$ cat config.mk
export PLATFORM = sky130hd
export DESIGN_NAME = fetch_redirect_unit_flat
export DESIGN_NICKNAME = d
export VERILOG_FILES = /design/src/rtl/fetch_redirect_unit_if.sv /design/src/rtl/fetch_redirect_unit.sv /design/src/flat_wrapper.sv
export SDC_FILE = /design/constraint.sdc
export NUM_CORES = 1
export LEC_CHECK = 0
export ABC_AREA = 1
export ABC_CLOCK_PERIOD_IN_PS = 3830
export BUFFER_PORTS_ARGS = -buffer_cell sky130_fd_sc_hd__buf_2
export CAP_MARGIN = 20
export CORE_UTILIZATION = 35
export CTS_BUF_LIST = sky130_fd_sc_hd__clkbuf_4
export DETAILED_ROUTE_END_ITERATION = 8
export PLACE_DENSITY = 0.68
export SLEW_MARGIN = 5
export SYNTH_ARGS = -nofsm -noshare
export SYNTH_HDL_FRONTEND = slang
export SYNTH_SLANG_ARGS = --single-unit
$ cat constraint.sdc
create_clock -name Clk -period 3.83 [get_ports Clk]
set_clock_uncertainty 0.05 [all_clocks]
set_input_delay 0.766 -clock Clk [delete_from_list [all_inputs] [get_ports Clk]]
set_output_delay 0.766 -clock Clk [all_outputs]
set_load 0.03 [all_outputs]
$ cat src/rtl/fetch_redirect_unit_if.sv
// Front-end bus between the fetch redirect unit, the program-counter
// register, instruction memory and the IF/ID consumers.
interface fetch_redirect_unit_if;
    logic [31:0] PCResult;
    logic [31:0] Instruction;
    logic        Stall;
    logic        Flush;
    logic        Redirect;
    logic [31:0] RedirectTarget;
    logic [31:0] PCNext;
    logic [31:0] IF_ID_Instruction;
    logic [31:0] IF_ID_PCPlus4;
    logic        IF_ID_Valid;
    logic        RedirectPending;

    modport master (
        output PCResult, Instruction, Stall, Flush, Redirect, RedirectTarget,
        input  PCNext, IF_ID_Instruction, IF_ID_PCPlus4, IF_ID_Valid, RedirectPending
    );

    modport slave (
        input  PCResult, Instruction, Stall, Flush, Redirect, RedirectTarget,
        output PCNext, IF_ID_Instruction, IF_ID_PCPlus4, IF_ID_Valid, RedirectPending
    );
endinterface

$ cat src/rtl/fetch_redirect_unit.sv
// Next-PC selection (boot, sequential, stall, redirect with deferral while
// stalled) and the IF/ID pipeline register.
module fetch_redirect_unit #(
    parameter logic [31:0] RESET_PC = 32'h0000_0000,
    parameter int unsigned PC_STEP  = 4
) (
    input  logic                  Clk,
    input  logic                  Rst_n,
    fetch_redirect_unit_if.slave  bus
);

    localparam logic [31:0] STEP = PC_STEP[31:0];

    typedef enum logic [1:0] {
        BOOT = 2'd0,
        RUN  = 2'd1,
        PEND = 2'd2
    } state_t;

    state_t      state_q, state_d;
    logic [31:0] pend_target_q, pend_target_d;
    logic        pending_q, pending_d;
    logic [31:0] ifid_instr_q, ifid_instr_d;
    logic [31:0] ifid_pcplus4_q, ifid_pcplus4_d;
    logic        ifid_valid_q, ifid_valid_d;

    logic [31:0] pc_seq;
    logic [31:0] pc_next;
    logic        bubble;

    assign pc_seq = bus.PCResult + STEP;

    // Next PC is purely a function of PC, control inputs and state;
    // Instruction deliberately has no path here.
    always_comb begin
        pc_next = RESET_PC;
        unique case (state_q)
            BOOT: pc_next = RESET_PC;
            RUN: begin
                if (bus.Redirect && !bus.Stall)
                    pc_next = bus.RedirectTarget;
                else if (bus.Stall)
                    pc_next = bus.PCResult;
                else
                    pc_next = pc_seq;
            end
            PEND: begin
                if (bus.Stall)
                    pc_next = bus.PCResult;
                else if (bus.Redirect)
                    pc_next = bus.RedirectTarget;
                else
                    pc_next = pend_target_q;
            end
            default: pc_next = RESET_PC;
        endcase
    end

    // Anything fetched under a redirect, flush or the release of a deferred
    // redirect is wrong-path, so the bubble outranks a stall hold.
    assign bubble = bus.Redirect || bus.Flush || ((state_q == PEND) && !bus.Stall);

    always_comb begin
        state_d        = state_q;
        pend_target_d  = pend_target_q;
        ifid_instr_d   = ifid_instr_q;
        ifid_pcplus4_d = ifid_pcplus4_q;
        ifid_valid_d   = ifid_valid_q;

        unique case (state_q)
            BOOT: state_d = RUN;
            RUN: begin
                if (bus.Redirect && bus.Stall) begin
                    state_d       = PEND;
                    pend_target_d = bus.RedirectTarget;
                end
            end
            PEND: begin
                if (bus.Redirect)
                    pend_target_d = bus.RedirectTarget;
                if (!bus.Stall)
                    state_d = RUN;
            end
            default: state_d = BOOT;
        endcase

        if (state_q == BOOT) begin
            ifid_instr_d   = 32'h0;
            ifid_pcplus4_d = 32'h0;
            ifid_valid_d   = 1'b0;
        end else if (bubble) begin
            ifid_instr_d   = 32'h0;
            ifid_pcplus4_d = 32'h0;
            ifid_valid_d   = 1'b0;
        end else if (!bus.Stall) begin
            ifid_instr_d   = bus.Instruction;
            ifid_pcplus4_d = pc_seq;
            ifid_valid_d   = 1'b1;
        end
    end

    assign pending_d = (state_d == PEND);

    always_ff @(posedge Clk or negedge Rst_n) begin
        if (!Rst_n) begin
            state_q        <= BOOT;
            pend_target_q  <= 32'h0;
            pending_q      <= 1'b0;
            ifid_instr_q   <= 32'h0;
            ifid_pcplus4_q <= 32'h0;
            ifid_valid_q   <= 1'b0;
        end else begin
            state_q        <= state_d;
            pend_target_q  <= pend_target_d;
            pending_q      <= pending_d;
            ifid_instr_q   <= ifid_instr_d;
            ifid_pcplus4_q <= ifid_pcplus4_d;
            ifid_valid_q   <= ifid_valid_d;
        end
    end

    assign bus.PCNext            = pc_next;
    assign bus.IF_ID_Instruction = ifid_instr_q;
    assign bus.IF_ID_PCPlus4     = ifid_pcplus4_q;
    assign bus.IF_ID_Valid       = ifid_valid_q;
    assign bus.RedirectPending   = pending_q;

endmodule

$ cat src/flat_wrapper.sv
// flat-port wrapper written by rule: the top's interface ports become plain ports
module fetch_redirect_unit_flat 
#(
    parameter logic [31:0] RESET_PC = 32'h0000_0000,
    parameter int unsigned PC_STEP  = 4
)
  (Clk, Rst_n, bus_PCResult, bus_Instruction, bus_Stall, bus_Flush, bus_Redirect, bus_RedirectTarget, bus_PCNext, bus_IF_ID_Instruction, bus_IF_ID_PCPlus4, bus_IF_ID_Valid, bus_RedirectPending);
  fetch_redirect_unit_if bus_i ();
  input  logic Clk;
  input  logic Rst_n;
  input wire logic [$bits(bus_i.PCResult)-1:0] bus_PCResult;
  input wire logic [$bits(bus_i.Instruction)-1:0] bus_Instruction;
  input wire logic [$bits(bus_i.Stall)-1:0] bus_Stall;
  input wire logic [$bits(bus_i.Flush)-1:0] bus_Flush;
  input wire logic [$bits(bus_i.Redirect)-1:0] bus_Redirect;
  input wire logic [$bits(bus_i.RedirectTarget)-1:0] bus_RedirectTarget;
  output wire logic [$bits(bus_i.PCNext)-1:0] bus_PCNext;
  output wire logic [$bits(bus_i.IF_ID_Instruction)-1:0] bus_IF_ID_Instruction;
  output wire logic [$bits(bus_i.IF_ID_PCPlus4)-1:0] bus_IF_ID_PCPlus4;
  output wire logic [$bits(bus_i.IF_ID_Valid)-1:0] bus_IF_ID_Valid;
  output wire logic [$bits(bus_i.RedirectPending)-1:0] bus_RedirectPending;
  assign bus_i.PCResult = bus_PCResult;
  assign bus_i.Instruction = bus_Instruction;
  assign bus_i.Stall = bus_Stall;
  assign bus_i.Flush = bus_Flush;
  assign bus_i.Redirect = bus_Redirect;
  assign bus_i.RedirectTarget = bus_RedirectTarget;
  assign bus_PCNext = bus_i.PCNext;
  assign bus_IF_ID_Instruction = bus_i.IF_ID_Instruction;
  assign bus_IF_ID_PCPlus4 = bus_i.IF_ID_PCPlus4;
  assign bus_IF_ID_Valid = bus_i.IF_ID_Valid;
  assign bus_RedirectPending = bus_i.RedirectPending;
  fetch_redirect_unit #(.RESET_PC(RESET_PC), .PC_STEP(PC_STEP)) u_core (.Clk(Clk), .Rst_n(Rst_n), .bus(bus_i));
endmodule
Word-level counts from Yosys, hierarchy flattened --
Index checks and enable logic that the tools add are counted. W data, S select, Z words.
Storage, ports and cells: bits of input ports 101, register bits 100, output and inout bits 98
Cells by class: equality and inequality tests 5, add/subtract/negate cells 1, reduce and logical (&&, ||, !) cells 9, mux-type cells 19
Operators by type and width (number):
- $mux W32 | 11
- $pmux W32 S2 | 2
- $add A32 B3 Y32 const B | 1
- $pmux W2 S3 | 1
- $eq A2 B2 Y1 const B | 2
- $mux W2 | 2
- $logic_and A1 B1 Y1 | 3
- $mux W1 | 3
- $ne A3 B1 Y1 const B | 1
- $eq A2 B1 Y1 const B | 1
- $logic_not A2 Y1 | 1
- $logic_or A1 B1 Y1 | 2
- $ne A2 B1 Y1 const B | 1
- $reduce_and A2 Y1 | 1
- $reduce_bool A2 Y1 | 1
- $logic_not A1 Y1 | 1

Depth between registers and ports, before layout --
Gate-level depths: netlist (run 1).
depth after elaboration 5, mapped depth 11, mapped depth without buffers 11

Least setup slack after synthesis (run 1) --
Ideal clock, no wire load.
kind input -> output, start point input bus_PCResult[2], end point output bus_PCNext[26], required time 3014 ps, data arrival time 2128 ps, path buffers 0, cell stages on the path 11, path slack 886 ps, path through ha_1 -> nand2_2 -> nor2_4 -> nand2_4 -> nor2_4 -> nand2_1 -> nand2_1 -> nand2_1 -> nand2_1 -> nand2_1 -> a21oi_1
On the way: word-level cells in the longest chain between the ends 4
Ends and longest elaborated chain:
- start: declaration | line flat_wrapper.sv:11 | input wire logic [$bits(bus_i.PCResult)-1:0] bus_PCResult;
- $add A32 B3 Y32 | line fetch_redirect_unit.sv:31 | assign pc_seq = bus.PCResult + STEP;
- $mux W32 | line fetch_redirect_unit.sv:42 | else if (bus.Stall)
- $mux W32 | line fetch_redirect_unit.sv:40 | if (bus.Redirect && !bus.Stall)
- $pmux W32 S2 | line fetch_redirect_unit.sv:37 | unique case (state_q)
- end: declaration | line flat_wrapper.sv:17 | output wire logic [$bits(bus_i.PCNext)-1:0] bus_PCNext;
No other way between the ends.

Worst setup path in the final report (run 1) --
start point register u_core.state_q[0], end point output bus_PCNext[31]
On the way: word-level cells in the longest chain between the ends 2, elaborated cells between the ends (all ways) 3
Ends and longest elaborated chain:
- start: declaration | line fetch_redirect_unit.sv:20 | state_t state_q, state_d;
- start signal: assignment | line fetch_redirect_unit.sv:113 | state_q <= state_d;
- $eq A2 B2 Y1 or $eq A2 B1 Y1 (tied branches) | line fetch_redirect_unit.sv:37
- $pmux W32 S2 (*) | line fetch_redirect_unit.sv:37
Mark *: on every way between the ends. The rest lies on a longest branch, timed or not.

==> impl_metrics.toml, run 1 <==
[power_and_ir_drop]
power.density_nw_per_um2 = 557
p_sw_mw = 2.06
internal_power_mw = 2.18
clkPwrFrac = 0.145
combPwrFrac = 0.529
ir_drop_mv = 0.397
swShare = 0.486
leakagePower_nw = 3.92
seqPwrFrac = 0.326

[cells_and_area]
utilization = 0.436
fin_nets = 1126
stdcell_area_um2 = 7600
fill_cells = 1813
regArea_um2 = 2500
multi_input_area_um2 = 3250
area_growth_pct = 20.9
layout-drive-gt1-share = 0.256

[clocking]
cts_hold_buffers = 0
cts_setup_buffers = 0
clock_latency_ns = 0.49
cts_buffers = 9
clock-sinks = 100
cts_tree = "built"
cts-root-buf = "clkbuf_4"
ctsResizeCount = 0
cts_max_level = 3
cts_buffer_depth = 2
clk_pin_slew_ns = 0.16

[global_routing]
track_usage = 0.229
grt_pass1_vias = 5915
grt_start_max_net_pins = 84
grt_pass1_wl_um = 32200
antenna_found_initial = 1
grt-ovfl-total = 0

[timing]
slew_headroom = 0.311
worst_pin_slew_ns = 1.03
setup_viol = 0
rsz0062_at_grt = "false"
slew_viol_final = 0
fin_tns_setup_ns = 0
final.period_utilization = 0.880
max_freq_mhz = 297
period_minus_slack_ns = 3.37
finalHoldViolations = 0

[logic_synthesis]
syn_nets = 952
synth-seq-cells = 100
synth-seq-area-share = 0.398
synthTopCellsByArea = "dfrtp_1 40%, nand2_1 13%, o21ai_0 7.5%"
ys.flop_type = "dfrtp_1"
yosys_warnings = 0
syn-instance-count = 846
syn_area_um2 = 6290
synth.top_cell.area_share = 0.398
synth.most_common_cell = "nand2_1"
syn_area_per_cell_um2 = 7.43
async_reset_ff_frac = 1.00
synthTopCellsByCount = "217 x nand2_1, 100 x dfrtp_1, 94 x o21ai_0, 76 x nor2_1, 70 x a21oi_1"
yosysTopAreaCell = "dfrtp_1"
yosysUniqueCellTypes = 35
synth_edf_count = 0

[worst_setup_path]
crit_type = "reg -> out"
critPathArrivalTime_ns = 2.56
timing.rr.end = "u_core.bus.IF_ID_Instruction[26]$_DFFE_PN0P_"
worst_r2r_path_depth = 8
critPathCaptureType = "output pin"
cp-startpoint = "u_core.state_q[0]$_DFF_PN0_"
start_kind = "flop"
worstPathRequired_ns = 3.01
cp_max_fo = 15
crit_end = "bus_PCNext[31]"
r2r_setup_slack_ns = 1.14
r2r_start = "u_core.state_q[0]$_DFF_PN0_"

[flow_run]
maxCapViolations = 0

[die]
initial_core_util = 0.361
io_pins = 199
num_rows = 48
core_area_um2 = 17400
fp.dieArea_um2 = 18500
die_x_um = 136
die_h_um = 136

[place]
gp_congestion = 0.917
dpl.hpwl_um = 16200
port_buffers = 198
dpl_cell_area_um2 = 7420

[route]
viasPerCell = 5.19
ant_nets = 0
first_pass_iters = 5
wire_per_inst_um = 16.9
routed_wl_um = 21100
drc = 0
drt_first_iter_violations = 485
vias = 6497

[min_path]
hp-class = "in -> async"

[status]
outcome = "complete, no violations"
flip-flops by register name (all words and copies together) (netlist names):
signal,cells
u_core.bus.IF_ID_Instruction,32
u_core.bus.IF_ID_PCPlus4,32
u_core.pend_target_q,32
u_core.state_q,2
u_core.bus.IF_ID_Valid,1
u_core.bus.RedirectPending,1
per-layer routing:
layer  part of all wire  track usage  vias to the layer above
met2               0.45        0.359                      293
met3              0.071       0.0365                       39
met5                  0            0                        -
met4              0.033        0.103                        0
met1               0.45        0.309                     2967
li1                   -            -                     3198
how the worst min path moves through the flow:
| stage | to | slack, ns | cells after the start | startpoint |
|---|---|---|---|---|
| after detailed placement | u_core.bus.IF_ID_PCPlus4[19]$_DFFE_PN0P_ | 0.41 | 1 | u_core.bus.IF_ID_PCPlus4[19]$_DFFE_PN0P_ |
| after floorplan | u_core.bus.IF_ID_Instruction[0]$_DFFE_PN0P_ | 0.42 | 0 | Rst_n |
| after global routing | u_core.bus.IF_ID_Instruction[0]$_DFFE_PN0P_ | 0.15 | 1 | Rst_n |
| after CTS | u_core.bus.IF_ID_Instruction[14]$_DFFE_PN0P_ | 0.38 | 2 | bus_Instruction[14] |
| after global placement | u_core.bus.IF_ID_PCPlus4[19]$_DFFE_PN0P_ | 0.40 | 1 | u_core.bus.IF_ID_PCPlus4[19]$_DFFE_PN0P_ |
| final | u_core.bus.IF_ID_Instruction[0]$_DFFE_PN0P_ | 0.16 | 1 | Rst_n |
power by group through the flow:
stage | logic, mW | clock network, mW | registers [mW]
CTS | 2.24 | 0.643 | 1.38
floorplan | 1.50 | 0 | 1.49
global route | 2.47 | 0.684 | 1.41
finish | 2.24 | 0.612 | 1.38
detailed placement | 2.23 | 0 | 1.41
global placement | 2.23 | 0 | 1.40
metrics by stage:
step           power, mW  hold slack (ns)  std cells  setup WS (ns)
3_3_place_gp        3.62            0.404       1233          0.653
2_1_floorplan       2.98            0.420        846          0.886
3_5_place_dp        3.63            0.412       1233          0.629
4_1_cts             4.26            0.378       1249          0.447
6_report            4.24            0.160       1251          0.458
5_1_grt             4.56            0.154       1251          0.306
layout by cell type, fill, tap and decap left out, types with 2 or more instances in the layout:
cell | Yosys | final
a21o_1 | 4 | 4
a21oi_1 | 70 | 70
a221oi_1 | 11 | 11
a22o_1 | 36 | 36
a31oi_1 | 25 | 25
and2_1 | 2 | 2
buf_12 | 0 | 2
buf_2 | 22 | 197
buf_4 | 6 | 15
clkbuf_4 | 0 | 9
dfrtp_1 | 100 | 100
ha_1 | 5 | 5
inv_1 | 59 | 59
inv_2 | 4 | 4
inv_6 | 0 | 3
nand2_1 | 217 | 217
nand2_2 | 8 | 8
nand2_4 | 2 | 2
nand3_1 | 20 | 20
nand3b_1 | 4 | 4
nor2_1 | 76 | 76
nor2_2 | 4 | 4
nor2_4 | 9 | 9
nor3_1 | 3 | 3
o211ai_1 | 9 | 9
o21ai_0 | 94 | 94
o22ai_1 | 13 | 13
xnor2_1 | 6 | 6
xor2_1 | 7 | 7
cell type report:
class / count / area share
Sequential cell: 100 / 0.329
Timing Repair Buffer: 215 / 0.153
Multi-Input combinational cell: 629 / 0.428
Antenna cell: 1 / 0.000329
Tap cell: 225 / 0.0370
Clock buffer: 9 / 0.00889
Clock inverter: 7 / 0.0107
Inverter: 65 / 0.0324
critical path, cell delays in order, from the launching register on:
cell and delay [ns]:
dfrtp_1 0.43, inv_1 0.10, ha_1 0.18, buf_4 0.22
nand2_2 0.07, inv_1 0.41, o22ai_1 0.16, a21oi_1 0.25
buf_2 0.24
logic make-up after synthesis:
family / Yosys count / synth area share
compound gates: 265 / 0.253
xor+xnor: 13 / 0.0181
fa+ha+maj: 5 / 0.00995
buf+inv: 117 / 0.0854
flops: 100 / 0.398
simple gates: 346 / 0.235
No activity file was read; power rests on OpenSTA's default activity.
==> run 2: changes to the inputs <==
Settings changed: ABC_CLOCK_PERIOD_IN_PS 3830 to 4030, SKIP_CTS_REPAIR_TIMING set to 1.
Clock period 3.83 ns to 4.03 ns, I/O delays scaled along.
==> run 2 against run 1 <==
Combinational power fell by 4%. Flip-flop and latch count is the same. Sequential power decreased by 4%. Final cell count barely moved. Register-to-register slack got worse by 0.02 ns. First-iteration DRC count down 8.7%. Sequential share of layout area up 0.15 points. Total power is 4.6% lower. Worst hold slack better by 0.021 ns. Die area unchanged. Largest cell class unchanged.
==> impl_metrics.toml, run 2 (synthesis gave the netlist of run 1 again) <==
[cells_and_area]
layout_common_cells = "217 x nand2_1, 197 x buf_2, 100 x dfrtp_1"
layout-drive-gt1-share = 0.255
stdcell_area_um2 = 7570
area_growth_pct = 20.4
fin_nets = 1125
final_common_cell = "nand2_1"

[worst_setup_path]
crit_type = "reg -> out"
worstPathRequired_ns = 3.17
worst_r2r_path_depth = 8
timing.rr.end = "u_core.bus.IF_ID_Instruction[9]$_DFFE_PN0P_"
critPathCaptureType = "output pin"
critPathArrivalTime_ns = 2.86
cp_max_fo = 26
start_kind = "flop"
r2r_setup_slack_ns = 1.12
r2r_start = "u_core.state_q[0]$_DFF_PN0_"

[clocking]
clock_latency_ns = 0.48
cts_buffer_depth = 2
cts_tree = "built"
cts_buffers = 9
cts-root-buf = "clkbuf_4"
clock-sinks = 100
clk_pin_slew_ns = 0.16
cts_max_level = 3

[flow_run]
maxCapViolations = 0

[die]
fp.dieArea_um2 = 18500
die_x_um = 136
die_h_um = 136
core_area_um2 = 17400
io_pins = 199
num_rows = 48
initial_core_util = 0.361

[route]
first_pass_iters = 5
drc = 0
wire_per_inst_um = 17.0
vias = 6477
drt_first_iter_violations = 443
viasPerCell = 5.17
ant_nets = 0
routed_wl_um = 21300

[status]
outcome = "complete, no violations"

[timing]
fin_tns_setup_ns = 0
slew_viol_final = 0
final.period_utilization = 0.922
setup_viol = 0
max_freq_mhz = 269
period_minus_slack_ns = 3.72
worst_pin_slew_ns = 0.971
slew_headroom = 0.350
finalHoldViolations = 0
rsz0062_at_grt = "false"

[global_routing]
track_usage = 0.227
grt_pass1_wl_um = 32100
grt_start_max_net_pins = 45
grt-ovfl-total = 0
grt_pass1_vias = 5863
antenna_found_initial = 3

[power_and_ir_drop]
power.density_nw_per_um2 = 534
total_power_mw = 4.04
leakagePower_nw = 3.90
ir_drop_mv = 0.295

[place]
port_buffers = 198
dpl.hpwl_um = 16300
gp_congestion = 0.956
dpl_cell_area_um2 = 7410

[min_path]
hp-class = "in -> async"
run 2: where the power goes:
group	internal (mW)	switching (mW)
Combinational	0.655	1.48
Clock	0.199	0.386
Sequential	1.22	0.0995
Total	2.07	1.97
run 2: worst max-delay path by stage:
stage                                startpoint             end
finish              u_core.state_q[0]$_DFF_PN0_  bus_PCNext[16]
global route        u_core.state_q[0]$_DFF_PN0_  bus_PCNext[16]
CTS                 u_core.state_q[0]$_DFF_PN0_  bus_PCNext[31]
detailed placement              bus_PCResult[2]  bus_PCNext[24]
global placement                bus_PCResult[2]  bus_PCNext[24]
floorplan                       bus_PCResult[2]  bus_PCNext[26]
run 2: area by class of cell:
cell class / count / area (um^2)
Fill cell: 1830 / 9850
Multi-Input combinational cell: 629 / 3250
Sequential cell: 100 / 2500
Timing Repair Buffer: 214 / 1130
Tap cell: 225 / 282
Inverter: 65 / 246
Clock inverter: 7 / 81.3
Clock buffer: 9 / 67.6
Antenna cell: 3 / 7.51
run 2: critical path, stage by stage, from the launching register on:
cell     delay, ns
dfrtp_1       0.43
inv_1         0.11
ha_1          0.43
inv_2         0.33
a21oi_1       0.21
o21ai_0       0.16
nand2_1       0.10
o21ai_0       0.08
a21oi_1       0.27
buf_2         0.25
run 2: metal layers:
layer,wire length (um),vias to the layer above,global-route usage
met2,9450,293,0.352
met4,682,0,0.109
met3,1650,39,0.0287
met1,9520,2943,0.312
met5,0,-,0
li1,-,3202,-
run 2: per-stage QoR:
stage,hold slack (ns),utilization,setup slack [ns],instances
after floorplan,0.439,-,1.01,846
after global placement,0.405,0.426,0.726,1233
after detailed placement,0.411,0.426,0.721,1233
after CTS,0.172,0.434,0.345,1249
after global routing,0.187,0.434,0.181,1252
final,0.181,0.434,0.314,1252
==> run 3: changes to the inputs <==
Settings changed: REMOVE_ABC_BUFFERS set to 1.
==> run 3 against run 2 <==
Wire length rose by 1.7%. Maximum frequency fell by 3.0%. Cell area rose by 0.51%. Count of clock-buffer cells in the layout did not move. First-iteration DRC count rose by 0.23%. Critical endpoint unchanged. Largest power group unchanged.
==> impl_metrics.toml, run 3 (synthesis gave the netlist of run 1 again) <==
[place]
post-place-ws_ns = 0.736
dpl.hpwl_um = 15900
dpl_cell_area_um2 = 7420
port_buffers = 198
dp_cells = 1234
gp_congestion = 0.980

[global_routing]
grt_start_max_net_pins = 82
grt_pass1_wl_um = 33000
grt-ovfl-total = 0
use_met1 = 0.316
busiest_layer = "met2"
use_met3 = 0.0388
grt_pass1_vias = 6085
antenna_found_initial = 0
track_usage = 0.233
grtUsageMet2 = 0.371

[route]
drc = 0
wire_per_inst_um = 17.3
routed_wl_um = 21700
ant_nets = 0
drt_first_iter_violations = 444
vias = 6614
first_pass_iters = 5
viasPerCell = 5.29

[power_and_ir_drop]
leakagePower_nw = 3.92
p_sw_mw = 1.97
internal_power_mw = 2.13
power.density_nw_per_um2 = 539
swShare = 0.481
total_power_mw = 4.10
clkPwrFrac = 0.152
seqPwrFrac = 0.322
combPwrFrac = 0.527
ir_drop_mv = 0.327

[clocking]
cts_tree = "built"
cts_buffer_depth = 2
clock-sinks = 100
cts_max_level = 3
cts_buffers = 9
cts-root-buf = "clkbuf_4"
clk_pin_slew_ns = 0.16
clock_latency_ns = 0.48

[timing]
finalHoldViolations = 0
setup_viol = 0
slew_headroom = 0.501
worst_pin_slew_ns = 0.746
fin_tns_setup_ns = 0
setup_ws_ns = 0.198
slew_viol_final = 0
period_minus_slack_ns = 3.83
max_freq_mhz = 261
final.period_utilization = 0.951
rsz0062_at_grt = "false"

[worst_setup_path]
worst_r2r_path_depth = 7
critPathArrivalTime_ns = 2.98
cp_max_fo = 27
crit_slowest_cell = "ha_1"
start_kind = "flop"
cp.depth = 9
cp_top_family = "buffers and inverters"
slowest_delay_ns = 0.51
critPathBufInv = 3
crit_type = "reg -> out"
critPathCaptureType = "output pin"
worstPathRequired_ns = 3.17
crit_path_cell_trace = "inv_1, ha_1, inv_2, a21oi_1, o21ai_0, nand2_1, o21ai_0, a21oi_1, buf_2"

[die]
initial_core_util = 0.361
fp.dieArea_um2 = 18500
die_h_um = 136
die_x_um = 136
num_rows = 48
io_pins = 199
core_area_um2 = 17400

[cells_and_area]
stdcell_area_um2 = 7610
layout_common_cells = "217 x nand2_1, 197 x buf_2, 100 x dfrtp_1"
layout-drive-gt1-share = 0.256
area_growth_pct = 21.0
fin_nets = 1127
num_antenna_cells = 0
fin_cells = 1251
final_common_cell = "nand2_1"

[flow_run]
maxCapViolations = 0

[status]
outcome = "complete, no violations"

[min_path]
hp-class = "in -> async"
-- run 3: changes by cell type in the layout (fill, tap and decap cells not counted) --
cell	previous run	this run
diode_2	3	0
buf_12	1	2
buf_4	16	17
bufinv_16	1	2
clkinv_1	1	2
clkinv_2	1	0
clkinv_4	2	1
clkinvlp_4	0	1
inv_8	1	0
nor2_1	76	75
nor2_2	4	5
-- run 3: through the flow --
step / util / hold slack, ns
after global placement: 0.426 / 0.407
after CTS: 0.436 / 0.426
after detailed placement: 0.426 / 0.411
after global routing: 0.437 / 0.252
final: 0.437 / 0.240
after floorplan: - / 0.439
-- run 3: final cells by class --
type | count | area, um^2
inverter | 65 | 246
clock buffer | 9 | 67.6
timing repair buffer | 216 | 1150
multi-input combinational | 629 | 3260
fill | 1871 | 9810
clock inverter | 7 | 97.6
tap | 225 | 282
sequential | 100 | 2500
-- run 3: power groups by stage --
stage / sequential [mW] / clock (mW) / combinational [mW]
6_report: 1.32 / 0.621 / 2.16
5_1_grt: 1.34 / 0.679 / 2.35
4_1_cts: 1.32 / 0.645 / 2.15
3_5_place_dp: 1.34 / 0 / 2.15
3_3_place_gp: 1.33 / 0 / 2.13
2_1_floorplan: 1.42 / 0 / 1.34
-- run 3: final timing paths --
path	endpoint	slack [ns]	startpoint
max	bus_PCNext[16]	0.20	u_core.state_q[0]$_DFF_PN0_
min	u_core.bus.IF_ID_Instruction[4]$_DFFE_PN0P_	0.24	Rst_n
max reg2reg	u_core.pend_target_q[30]$_DFFE_PN0P_	1.02	u_core.state_q[0]$_DFF_PN0_
min reg2reg	u_core.bus.IF_ID_PCPlus4[23]$_DFFE_PN0P_	0.44	u_core.bus.IF_ID_PCPlus4[23]$_DFFE_PN0P_
max in group asynchronous	u_core.bus.IF_ID_PCPlus4[10]$_DFFE_PN0P_	2.88	Rst_n
min in group Clk	u_core.bus.IF_ID_PCPlus4[23]$_DFFE_PN0P_	0.44	u_core.bus.IF_ID_PCPlus4[23]$_DFFE_PN0P_
-- run 3: worst register-to-register path: stages (launching register included) --
cell and delay (ns):
dfrtp_1 0.43, inv_1 0.11, ha_1 0.51, inv_2 0.42
o21ai_4 0.72, buf_4 0.46, nor2_1 0.09, a31oi_1 0.15
-- run 3: routing by layer --
layer	part of all wire	vias up
met1	0.44	3050
met3	0.082	33
met4	0.022	0
li1	-	3206
met5	0	-
met2	0.46	325
